[config.mk]
export PLATFORM = sky130hd
export DESIGN_NAME = result_serializer
export DESIGN_NICKNAME = d
export VERILOG_FILES = /design/src/rtl/mm_pkg.sv /design/src/rtl/element_narrower.sv /design/src/rtl/result_serializer.sv
export SDC_FILE = /design/constraint.sdc
export NUM_CORES = 1
export LEC_CHECK = 0
export BUFFER_PORTS_ARGS = -buffer_cell sky130_fd_sc_hd__buf_2
export CAP_MARGIN = 20
export CORE_ASPECT_RATIO = 0.9
export CORE_MARGIN = 2
export CORE_UTILIZATION = 54
export DETAILED_ROUTE_END_ITERATION = 6
export HOLD_SLACK_MARGIN = 0.05
export MAX_ROUTING_LAYER = met4
export PLACE_DENSITY = 0.82
export REMOVE_ABC_BUFFERS = 1
export SLEW_MARGIN = 0
export SYNTH_ARGS = -nofsm -noshare
export SYNTH_HDL_FRONTEND = slang
export SYNTH_SLANG_ARGS = --single-unit
[constraint.sdc]
create_clock -name clk -period 5 [get_ports clk]
set_input_delay 1.25 -clock clk [delete_from_list [all_inputs] [get_ports clk]]
set_output_delay 1.25 -clock clk [all_outputs]
set_load 0.02 [all_outputs]
[src/rtl/mm_pkg.sv]
// Shared types and helpers for the matrix-multiply write-back path.
package mm_pkg;

  typedef enum logic {IDLE, EMIT} ser_state_e;

  // Widest element any write-back stage may hand to narrow_sat
  localparam int unsigned NARROW_MAX_W = 64;

  // Narrow x to out_w bits; returns {sat_flag, value} with value zero-padded to NARROW_MAX_W
  function automatic logic [NARROW_MAX_W:0] narrow_sat(
    input logic [NARROW_MAX_W-1:0] x,
    input int unsigned             out_w,
    input logic                    sat_en
  );
    logic [NARROW_MAX_W-1:0] max_val;
    if (out_w >= NARROW_MAX_W) max_val = '1;
    else                       max_val = (NARROW_MAX_W'(1) << out_w) - NARROW_MAX_W'(1);
    if (sat_en && (x > max_val)) narrow_sat = {1'b1, max_val};
    else                         narrow_sat = {1'b0, x & max_val};
  endfunction

endpackage

[src/rtl/element_narrower.sv]
// Combinational narrowing of one unsigned C element to OUT_WIDTH, with optional clamp.
module element_narrower #(
  parameter int unsigned C_WIDTH   = 32,
  parameter int unsigned OUT_WIDTH = 16,
  parameter bit          SATURATE  = 1'b1
) (
  input  logic [C_WIDTH-1:0]   x,
  output logic [OUT_WIDTH-1:0] y_c,
  output logic                 sat_c
);
  import mm_pkg::*;

  generate
    if (OUT_WIDTH >= C_WIDTH) begin : g_widen
      assign y_c   = OUT_WIDTH'(x);
      assign sat_c = 1'b0;
    end else begin : g_narrow
      logic [NARROW_MAX_W:0] res;
      logic                  unused_hi;

      assign res       = narrow_sat(NARROW_MAX_W'(x), OUT_WIDTH, SATURATE);
      assign y_c       = res[OUT_WIDTH-1:0];
      assign sat_c     = res[NARROW_MAX_W];
      // Bits above OUT_WIDTH are always zero after narrowing
      assign unused_hi = ^res[NARROW_MAX_W-1:OUT_WIDTH];
    end
  endgenerate

endmodule

[src/rtl/result_serializer.sv]
// Drains N-wide C tile vectors and re-emits them one tagged, narrowed element per beat.
module result_serializer #(
  parameter int unsigned N         = 4,
  parameter int unsigned C_WIDTH   = 32,
  parameter int unsigned OUT_WIDTH = 16,
  parameter bit          SATURATE  = 1'b1,
  parameter int unsigned IDX_BITS  = (N > 1) ? $clog2(N) : 1
) (
  input  logic                      clk,
  input  logic                      reset,
  input  logic                      cfg_by_row,
  input  logic                      in_valid,
  output logic                      in_ready,
  output logic                      in_by_row,
  input  logic [N-1:0][C_WIDTH-1:0] in_data,
  output logic                      out_valid,
  input  logic                      out_ready,
  output logic [OUT_WIDTH-1:0]      out_data,
  output logic [IDX_BITS-1:0]       out_row,
  output logic [IDX_BITS-1:0]       out_col,
  output logic                      out_sat,
  output logic                      out_last
);
  import mm_pkg::*;

  localparam logic [IDX_BITS-1:0] LAST_IDX = IDX_BITS'(N - 1);

  ser_state_e                state,    state_n;
  logic [IDX_BITS-1:0]       vec_cnt,  vec_cnt_n;
  logic [IDX_BITS-1:0]       elem_cnt, elem_cnt_n;
  logic [IDX_BITS-1:0]       vec_idx,  vec_idx_n;
  logic                      mode_reg, mode_reg_n;
  logic [N-1:0][C_WIDTH-1:0] vec_buf,  vec_buf_n;

  logic in_fire;
  logic out_fire;
  logic elem_last;
  logic vec_done;

  // Handshake decode; in_ready reopens on the final element so vectors stream without bubbles
  assign out_valid = (state == EMIT);
  assign out_fire  = out_valid && out_ready;
  assign elem_last = (elem_cnt == LAST_IDX);
  assign vec_done  = out_fire && elem_last;
  assign in_ready  = (state == IDLE) || vec_done;
  assign in_fire   = in_valid && in_ready;

  // The processor samples the order only on a tile's first handshake, so mirror that here
  assign in_by_row = (vec_cnt == '0) ? cfg_by_row : mode_reg;

  assign out_row  = mode_reg ? vec_idx  : elem_cnt;
  assign out_col  = mode_reg ? elem_cnt : vec_idx;
  assign out_last = out_valid && (vec_idx == LAST_IDX) && elem_last;

  element_narrower #(
    .C_WIDTH  (C_WIDTH),
    .OUT_WIDTH(OUT_WIDTH),
    .SATURATE (SATURATE)
  ) u_narrow (
    .x    (vec_buf[elem_cnt]),
    .y_c  (out_data),
    .sat_c(out_sat)
  );

  always_ff @(posedge clk) begin
    if (reset) begin
      state    <= IDLE;
      vec_cnt  <= '0;
      elem_cnt <= '0;
      vec_idx  <= '0;
      mode_reg <= 1'b0;
      vec_buf  <= '0;
    end else begin
      state    <= state_n;
      vec_cnt  <= vec_cnt_n;
      elem_cnt <= elem_cnt_n;
      vec_idx  <= vec_idx_n;
      mode_reg <= mode_reg_n;
      vec_buf  <= vec_buf_n;
    end
  end

  always_comb begin
    state_n    = state;
    vec_cnt_n  = vec_cnt;
    elem_cnt_n = elem_cnt;
    vec_idx_n  = vec_idx;
    mode_reg_n = mode_reg;
    vec_buf_n  = vec_buf;

    case (state)
      IDLE:    if (in_fire) state_n = EMIT;
      EMIT:    if (vec_done && !in_fire) state_n = IDLE;
      default: state_n = IDLE;
    endcase

    if (out_fire) elem_cnt_n = elem_last ? '0 : IDX_BITS'(elem_cnt + 1'b1);

    // A capture restarts the element walk even when it lands on the last element's fire
    if (in_fire) begin
      vec_buf_n  = in_data;
      vec_idx_n  = vec_cnt;
      elem_cnt_n = '0;
      vec_cnt_n  = (vec_cnt == LAST_IDX) ? '0 : IDX_BITS'(vec_cnt + 1'b1);
      if (vec_cnt == '0) mode_reg_n = cfg_by_row;
    end
  end

endmodule

* Yosys cells after proc, flatten, opt, wreduce, memory -nomap -nowiden
Cells that the tools add are included.
Widths: inputs -> output; s select.
** Operators by class
- Equality and inequality tests :: 3
- Multipliers :: 0
- Mux-type cells :: 11
- Reductions and logical operators :: 10
- Add/sub/neg operators :: 2
- $lt $le $gt $ge :: 2
- Divide/modulo/power cells :: 0
- Bitwise operators :: 1
- Shifts and indexed selects :: 0
** Operators with widths (number)
- $mux 65 :: 1
- $bmux 32 s2 :: 1
- $gt 32x16->1 const B :: 1
- $mux 32 :: 1
- $mux 2 :: 4
- $eq 2x2->1 const B :: 3
- $logic_and 1x1->1 :: 6
- $add 2x1->2 const B :: 2
- $lt 2x3->1 const B :: 1
- $mux 1 :: 3
- $logic_not 2->1 :: 1
- $pmux 1 s2 :: 1
- $reduce_or 2->1 :: 1
- $logic_not 1->1 :: 1
- $logic_or 1x1->1 :: 1
- $not 1->1 :: 1
** Word-level totals
- Memories :: 0
- Output and inout port bits :: 25
- Input port bits :: 133
- Word-level logic and storage cells :: 38
- Bits in latches :: 0
- Bits in registers :: 136
- ROM bits :: 0
- Memory bits (writable) :: 0

* Longest topological paths before layout
Gate-level depths: netlist (run 1).
- Depth in word-level cells :: 8
- Mapped depth :: 8
- Gate-level depth less buffers :: 5

* By module
A second synthesis (run 1) with hierarchy kept.
** Second synthesis, totals
- Cells, all modules :: 692
- Area, all modules :: 6167.2 um^2
** Modules (own cells, without submodules)
- result_serializer :: times used 1, area an instance 6030.8 um^2, seq. area each 2722.6 um^2, cells each 670
- element_narrower :: times used 1, area an instance 136.4 um^2, seq. area each 0.0 um^2, cells each 22

* Worst setup path after synthesis (run 1)
Ideal clock, no wire load.
- Path type :: input port to output port
- Start point :: input port cfg_by_row
- End point :: output port in_by_row
- Buffers on the path :: 0
- Data required time :: 3.750 ns
- Path slack :: 2.189 ns
- Arrival :: 1.561 ns
- Stages :: 1
- Cells stage by stage :: mux2_2
** Between the ends
- Longest elaborated chain between the ends :: 1
** Ends and longest elaborated chain
- start: declaration :: line result_serializer.sv:11 : input logic cfg_by_row,
- $mux 1
- end: declaration :: line result_serializer.sv:14 : output logic in_by_row,
Every way passes these cells.

* Worst setup path after layout (run 1)
- Start point :: register elem_cnt[0]
- End point :: output port out_data[0]
** Between the ends
- Longest elaborated chain between the ends :: 4
** Ends and longest elaborated chain
- start: declaration :: line result_serializer.sv:30 : logic [IDX_BITS-1:0] elem_cnt, elem_cnt_n;
- start signal: assignment :: line result_serializer.sv:76 : elem_cnt <= elem_cnt_n;
- $bmux 32 s2 (*) :: line result_serializer.sv:60 : .x (vec_buf[elem_cnt]),
- $mux 32 (not written as such) (*) :: line result_serializer.sv:60
- $gt 32x16->1 :: line mm_pkg.sv:18 : if (sat_en && (x > max_val)) narrow_sat = {1'b1, max_val};
- $mux 65 (*) :: line mm_pkg.sv:18
- end: declaration :: line result_serializer.sv:18 : output logic [OUT_WIDTH-1:0] out_data,
Mark *: on every way between the ends. The rest lies on a longest branch, timed or not. The select of a mux whose other input is x is not followed.

==> results.json, run 1 <==
{
  "cts_tree": "done",
  "gp_congestion": 0.797,
  "path_max_fanout": 19,
  "routed_wl_um": 13300,
  "holdWs_ns": 0.452,
  "worst_pin_slew_ns": 0.959,
  "synthFlopType": "dfxtp_1",
  "num_io_pins": 158,
  "die_area_um2": 11300,
  "cts_setup_buffers": 0,
  "finalCriticalPeriod_ns": 4.10,
  "synth_top_family_by_area": "simple AND/OR/NAND/NOR gates",
  "drtAntennaViolNets": 0,
  "nets": 940,
  "dp_hpwl_um": 8640,
  "drive_gt1_share_pct": 28.6,
  "relSlewSlack_pct": 36.1,
  "max-clock-path-buffers": 2,
  "yosys-top-cells-count": "nand2_1 (267), dfxtp_1 (136), a21oi_1 (134), clkbuf_1 (17), mux4_2 (16)",
  "netlist_area_um2": 5670,
  "maxCapViolations": 0,
  "placed_area_um2": 6330,
  "syn_avg_cell_area_um2": 8.41,
  "met2WireLength_um": 6860,
  "comb_power_share_pct": 11.6,
  "hold_depth": 2,
  "ys_ff_latch": 136,
  "crit_family": "flip-flops",
  "hold_path.class": "reg2reg",
  "fin_crit_sh_pct": 81.9,
  "vias": 4993,
  "diodes": 0,
  "p_int_mw": 2.09,
  "setup.worst_path.start_class": "register",
  "topRoutingLayerUsed": "met4",
  "ys_types": 33,
  "die_w_um": 112,
  "clockRootBuffer": "clkbuf_16",
  "fin_setup_tns_ns": 0,
  "cts_made_buffers": 17,
  "drv_slew": 0,
  "p_switching_uw": 656,
  "synth_seq_area_share_pct": 48.0,
  "final_area_um2": 6950,
  "holdBufCountCts": 0,
  "fp.dieH_um": 101,
  "holdPathEnd": "vec_buf[121]",
  "setup_viol": 0,
  "rsz0062_at_grt": "no",
  "portBuffers": 157,
  "critPathSlowestCell": "dfxtp_1",
  "initial_utilization_pct": 55.3,
  "pwr-share-seq_pct": 43.1,
  "grtUsageTotal_pct": 25.1,
  "drc": 0,
  "hold_start": "vec_buf[121]",
  "largest_reg_flops": 128,
  "peakVddDrop_mv": 0.319,
  "finalHoldViolations": 0,
  "ys_top_cells_by_area": "dfxtp_1 (48%), nand2_1 (18%), a21oi_1 (12%)",
  "fin_skew_ns": 0.00690,
  "leakagePower_nw": 2.84,
  "grt_pass1_wl_um": 22100,
  "r2r_cells": 7,
  "synth-async-reset-ratio_pct": 0,
  "syn_to_final_growth_pct": 22.6,
  "yosys.area_share.xor_xnor_pct": 0,
  "synthMuxAreaShare_pct": 7.53,
  "grt_max_degree": 128,
  "clkLatencyLatePin_ns": 0.40,
  "grt-ovfl-total": 0,
  "crit-reg2reg-launch": "elem_cnt[0]",
  "synth_warnings": 0,
  "rows": 35,
  "critPathRequiredTime_ns": 3.75,
  "switching_share_pct": 23.9,
  "wl_met3_um": 856,
  "p_per_area_nw_per_um2": 395,
  "synth_edf_count": 0,
  "p_clk_share_pct": 45.3,
  "synth_compound_area_share_pct": 15.8,
  "synth.top_cell.area_share_pct": 48.0,
  "nFillCells": 820,
  "max_clock_freq_mhz": 244,
  "synth_cells": 674,
  "grt_pass1_vias": 4949,
  "antenna_found_initial": 0,
  "ctsHtreeMaxLevel": 4,
  "cts-resized-gates": 0,
  "outcome": "complete, no violations",
  "path_cells": "nor4b_4 -> nand4_2 -> a22oi_4 -> o21bai_1 -> buf_2",
  "coreArea_um2": 10200,
  "synth.most_common_cell": "nand2_1",
  "cts.clk_slew.worst_paths_ns": 0.05,
  "critPathKind": "reg2out",
  "slowest_delay_ns": 0.90,
  "regToRegSetupSlack_ns": 1.93,
  "firstDrtPassIters": 5,
  "end_kind": "output port",
  "worstPathArrival_ns": 2.85,
  "viasPerCell": 5.28,
  "layout_setup_ws_ns": 0.905,
  "r2r_end": "vec_buf[65]",
  "power_mw": 2.74,
  "yosys.area.top_type": "dfxtp_1",
  "clock_sinks": 136,
  "drtIter0Drc": 483,
  "regMostFlops": "vec_buf",
  "yosys.area_share.simple_pct": 22.0,
  "synth_fa_ha_area_share_pct": 0.662,
  "wl_met1_um": 5430,
  "dp_slack_ns": 1.27,
  "cp_num_buf_inv": 1,
  "wl_per_cell_um": 14.1
}
routing by layer:
| metal | vias up | global-route usage, % |
|---|---|---|
| met5 | - | - |
| met4 | 0 | 10.2 |
| met3 | 13 | 5.45 |
| met2 | 174 | 42.5 |
| met1 | 2295 | 29.5 |
| li1 | 2511 | - |
per-stage QoR:
| step | cells | utilization (%) |
|---|---|---|
| final | 945 | 67.8 |
| after global routing | 945 | 67.8 |
| after CTS | 944 | 67.6 |
| after detailed placement | 913 | 61.8 |
| after global placement | 913 | 61.8 |
| after floorplan | 623 | - |
kinds of logic (layout without fill, tap and decap cells):
logic type,Yosys count,after routing
fa+ha+maj,3,3
mux,22,22
flops,136,136
buf+inv,54,196
simple gates,304,304
compound gates,155,155
placed cells by master (no fill, tap or decap), drive strengths merged:
| master | Yosys | layout |
|---|---|---|
| nand3b | 2 | 2 |
| clkinv | 0 | 5 |
| o21a | 1 | 1 |
| dfxtp | 136 | 136 |
| buf | 34 | 162 |
| nor4 | 8 | 8 |
| mux2 | 5 | 5 |
| o21bai | 16 | 16 |
| clkinvlp | 0 | 1 |
| nor4b | 3 | 3 |
| clkbuf | 17 | 23 |
| a32oi | 1 | 1 |
| and2 | 1 | 1 |
| ha | 3 | 3 |
| a21bo | 1 | 1 |
| nand3 | 1 | 1 |
| nand2 | 268 | 268 |
| a21oi | 134 | 134 |
| bufinv | 0 | 2 |
| a22oi | 2 | 2 |
| nor2 | 9 | 9 |
| nor3 | 6 | 6 |
| nand4 | 4 | 4 |
| mux4 | 16 | 16 |
| mux2i | 1 | 1 |
| or3 | 1 | 1 |
| and4 | 1 | 1 |
| inv | 3 | 3 |
tightest hold or removal path, delay by kind of cell (launching register included):
kind | cells | cell delay, ns
flip-flops | 1 | 0.30
AND/OR/NAND/NOR | 1 | 0.05
AO/OA/AOI/OAI | 1 | 0.05
how the worst max path moves through the flow:
stage,end,cells after the start,startpoint
finish,out_data[0],5,elem_cnt[0]
global route,out_data[0],5,elem_cnt[0]
CTS,out_data[4],5,elem_cnt[0]
detailed placement,out_data[4],5,elem_cnt[0]
global placement,out_data[2],5,elem_cnt[0]
floorplan,mode_reg,5,elem_cnt[1]
power by group through the flow:
stage               Clock, mW  Combinational [mW]  Sequential [mW]
global placement            0               0.306             1.20
detailed placement          0               0.316             1.21
CTS                      1.26               0.318             1.18
global route             1.31               0.355             1.19
floorplan                   0               0.190             1.20
finish                   1.24               0.318             1.18
final cells by class:
type | instances | area [um2] | area share [%]
clock buffers | 23 | 508 | 7.31
clock inverters | 8 | 92.6 | 1.33
inverters | 3 | 11.3 | 0.162
multi-input cells | 484 | 2610 | 37.6
flip-flops and latches | 136 | 2720 | 39.2
well taps | 129 | 161 | 2.32
repair buffers | 162 | 838 | 12.1
Power figures use the tool's default switching activity.
==> run 2: changes to the inputs <==
- ABC_AREA: default -> 1
- CORE_UTILIZATION: 54 -> 52
- PLACE_DENSITY: 0.82 -> 0.8
- clock period: 5 -> 4 ns (I/O delays scaled with it)
==> run 2 against run 1 <==
Global-route usage fell by 2.5 points. Utilization fell by 2.9 points. Power rose by 23%. Final cell count rose by 12%. Via count is 7.2% higher.
==> results.json, run 2 <==
{
  "num_io_pins": 158,
  "ys_types": 24,
  "dp_hpwl_um": 8210,
  "grt.met1_usage_pct": 28.7,
  "die_w_um": 114,
  "clockRootBuffer": "clkbuf_16",
  "nets": 1049,
  "holdBufCountCts": 0,
  "portBuffers": 157,
  "synth_cells": 784,
  "viasPerCell": 5.05,
  "drtIter0Drc": 403,
  "cts_tree": "done",
  "met2_usage_pct": 36.5,
  "p_switching_uw": 878,
  "drive_gt1_share_pct": 23.2,
  "syn_avg_cell_area_um2": 7.17,
  "worst_pin_slew_ns": 0.691,
  "synthFlopType": "dfxtp_1",
  "final_cell_mix": "nor2_1 (286), buf_2 (157), o21ai_0 (136), dfxtp_1 (135), nand2_1 (86)",
  "die_area_um2": 11700,
  "synth-async-reset-ratio_pct": 0,
  "finalCriticalPeriod_ns": 3.23,
  "coreArea_um2": 10700,
  "end_kind": "output port",
  "setup.worst_path.start_class": "register",
  "pwr-share-seq_pct": 44.7,
  "busiest_layer": "met2",
  "critPathRequiredTime_ns": 3.00,
  "syn_to_final_growth_pct": 23.3,
  "drv_slew": 0,
  "post-route-util_pct": 64.9,
  "ys_ff_latch": 136,
  "drc": 0,
  "leakagePower_nw": 3.05,
  "max-clock-path-buffers": 2,
  "max_clock_freq_mhz": 309,
  "ctsHtreeMaxLevel": 4,
  "synth_seq_area_share_pct": 48.4,
  "diodes": 0,
  "relSlewSlack_pct": 53.9,
  "rsz0062_at_grt": "no",
  "peakVddDrop_mv": 0.265,
  "nFillCells": 1009,
  "synth.most_common_cell": "nor2_1",
  "p_per_area_nw_per_um2": 488,
  "yosys-top-cells-count": "nor2_1 (286), dfxtp_1 (136), o21ai_0 (136), nand2_1 (86), a21oi_1 (28)",
  "cts-resized-gates": 0,
  "clkLatencyLatePin_ns": 0.40,
  "vias": 5351,
  "regMostFlops": "vec_buf",
  "wl_per_cell_um": 12.2,
  "synth.top_cell.area_share_pct": 48.4,
  "grt_pass1_wl_um": 20700,
  "outcome": "complete, no violations",
  "cts_setup_buffers": 0,
  "grt_pass1_vias": 4680,
  "ys_top_cells_by_area": "dfxtp_1 (48%), nor2_1 (19%), o21ai_0 (12%)",
  "clock_sinks": 136,
  "p_int_mw": 2.51,
  "firstDrtPassIters": 5,
  "cts_made_buffers": 17,
  "maxCapViolations": 0,
  "largest_reg_flops": 128,
  "grt_use_met3_pct": 4.94,
  "fin_crit_sh_pct": 80.8,
  "hold_path.class": "reg2reg",
  "grt_max_degree": 71,
  "comb_power_share_pct": 12.1,
  "p_clk_share_pct": 43.2,
  "fin_skew_ns": 0.00999,
  "path_max_fanout": 37,
  "drtAntennaViolNets": 0,
  "critPathKind": "reg2out",
  "power_mw": 3.39,
  "grtUsageTotal_pct": 22.6,
  "gp_congestion": 0.814,
  "synth_edf_count": 0,
  "initial_utilization_pct": 52.7,
  "netlist_area_um2": 5620,
  "regToRegSetupSlack_ns": 1.17,
  "switching_share_pct": 25.9,
  "routed_wl_um": 12900,
  "grt-ovfl-total": 0,
  "cts.clk_slew.worst_paths_ns": 0.06,
  "worstPathArrival_ns": 2.23,
  "finalHoldViolations": 0,
  "antenna_found_initial": 0,
  "rows": 36,
  "setup_viol": 0,
  "fp.dieH_um": 103,
  "fin_setup_tns_ns": 0,
  "final_common_cell": "nor2_1",
  "yosys.area.top_type": "dfxtp_1",
  "synth_warnings": 0
}
-- run 2: cell types whose count changed in the layout (fill, tap and decap cells not counted), sizes merged, moves of 106 or more --
cell,previous run,this run
nand2,268,98
o21ai,0,136
a21oi,134,28
nor2,9,287
-- run 2: power by group through the flow --
| stage | clock network (mW) | logic, mW | registers (mW) |
|---|---|---|---|
| after floorplan | 0 | 0.268 | 1.54 |
| after global placement | 0 | 0.402 | 1.54 |
| after detailed placement | 0 | 0.409 | 1.54 |
| after CTS | 1.48 | 0.412 | 1.51 |
| after global routing | 1.55 | 0.471 | 1.53 |
| final | 1.46 | 0.409 | 1.51 |
-- run 2: worst paths after layout --
check / to / cells past startpoint / start
max: out_data[5] / 7 / elem_cnt[0]
min: vec_buf[112] / 2 / vec_buf[112]
min reg2reg: vec_buf[112] / 2 / vec_buf[112]
max reg2reg: vec_buf[116] / 9 / elem_cnt[0]
-- run 2: worst max-delay path, cell delays in order, from the launching register on --
cell and delay (ns):
dfxtp_2 0.32, inv_2 0.50, nand3_1 0.16, a21oi_1 0.20
nand2_1 0.12, nand2_4 0.26, nand2_1 0.09, buf_2 0.17
-- run 2: metrics by stage --
| stage | hold WS [ns] | cell area (um2) | setup WS (ns) | instances |
|---|---|---|---|---|
| 3_3_place_gp | 0.440 | 6370 | 1.15 | 1027 |
| 3_5_place_dp | 0.445 | 6370 | 1.10 | 1027 |
| 2_1_floorplan | 0.431 | 5350 | 0.0290 | 731 |
| 6_report | 0.450 | 6930 | 0.766 | 1059 |
| 5_1_grt | 0.480 | 6930 | 0.545 | 1059 |
| 4_1_cts | 0.453 | 6930 | 0.739 | 1059 |
-- run 2: cells by family (layout without fill, tap and decap cells) --
family | count (synthesis) | in the layout | share of synthesized area (%)
AO/OA/AOI/OAI | 182 | 182 | 17.7
adder cells (fa/ha/maj) | 3 | 3 | 0.668
buffers and inverters | 68 | 210 | 5.83
flip-flops | 136 | 136 | 48.4
AND/OR/NAND/NOR | 395 | 395 | 27.3
-- run 2: area by class of cell --
class	instances	area (um2)	area share, %
sequential	136	2720	39.3
inverter	15	58.8	0.848
timing repair buffer	163	843	12.2
clock inverter	13	120	1.73
tap	133	166	2.40
multi-input combinational	580	2580	37.2
clock buffer	19	443	6.39
-- run 2: routing by layer --
metal | routed length, um | up-vias
met3 | 799 | 10
li1 | - | 2792
met5 | 0 | -
met4 | 132 | 0
met2 | 5840 | 182
met1 | 6140 | 2367
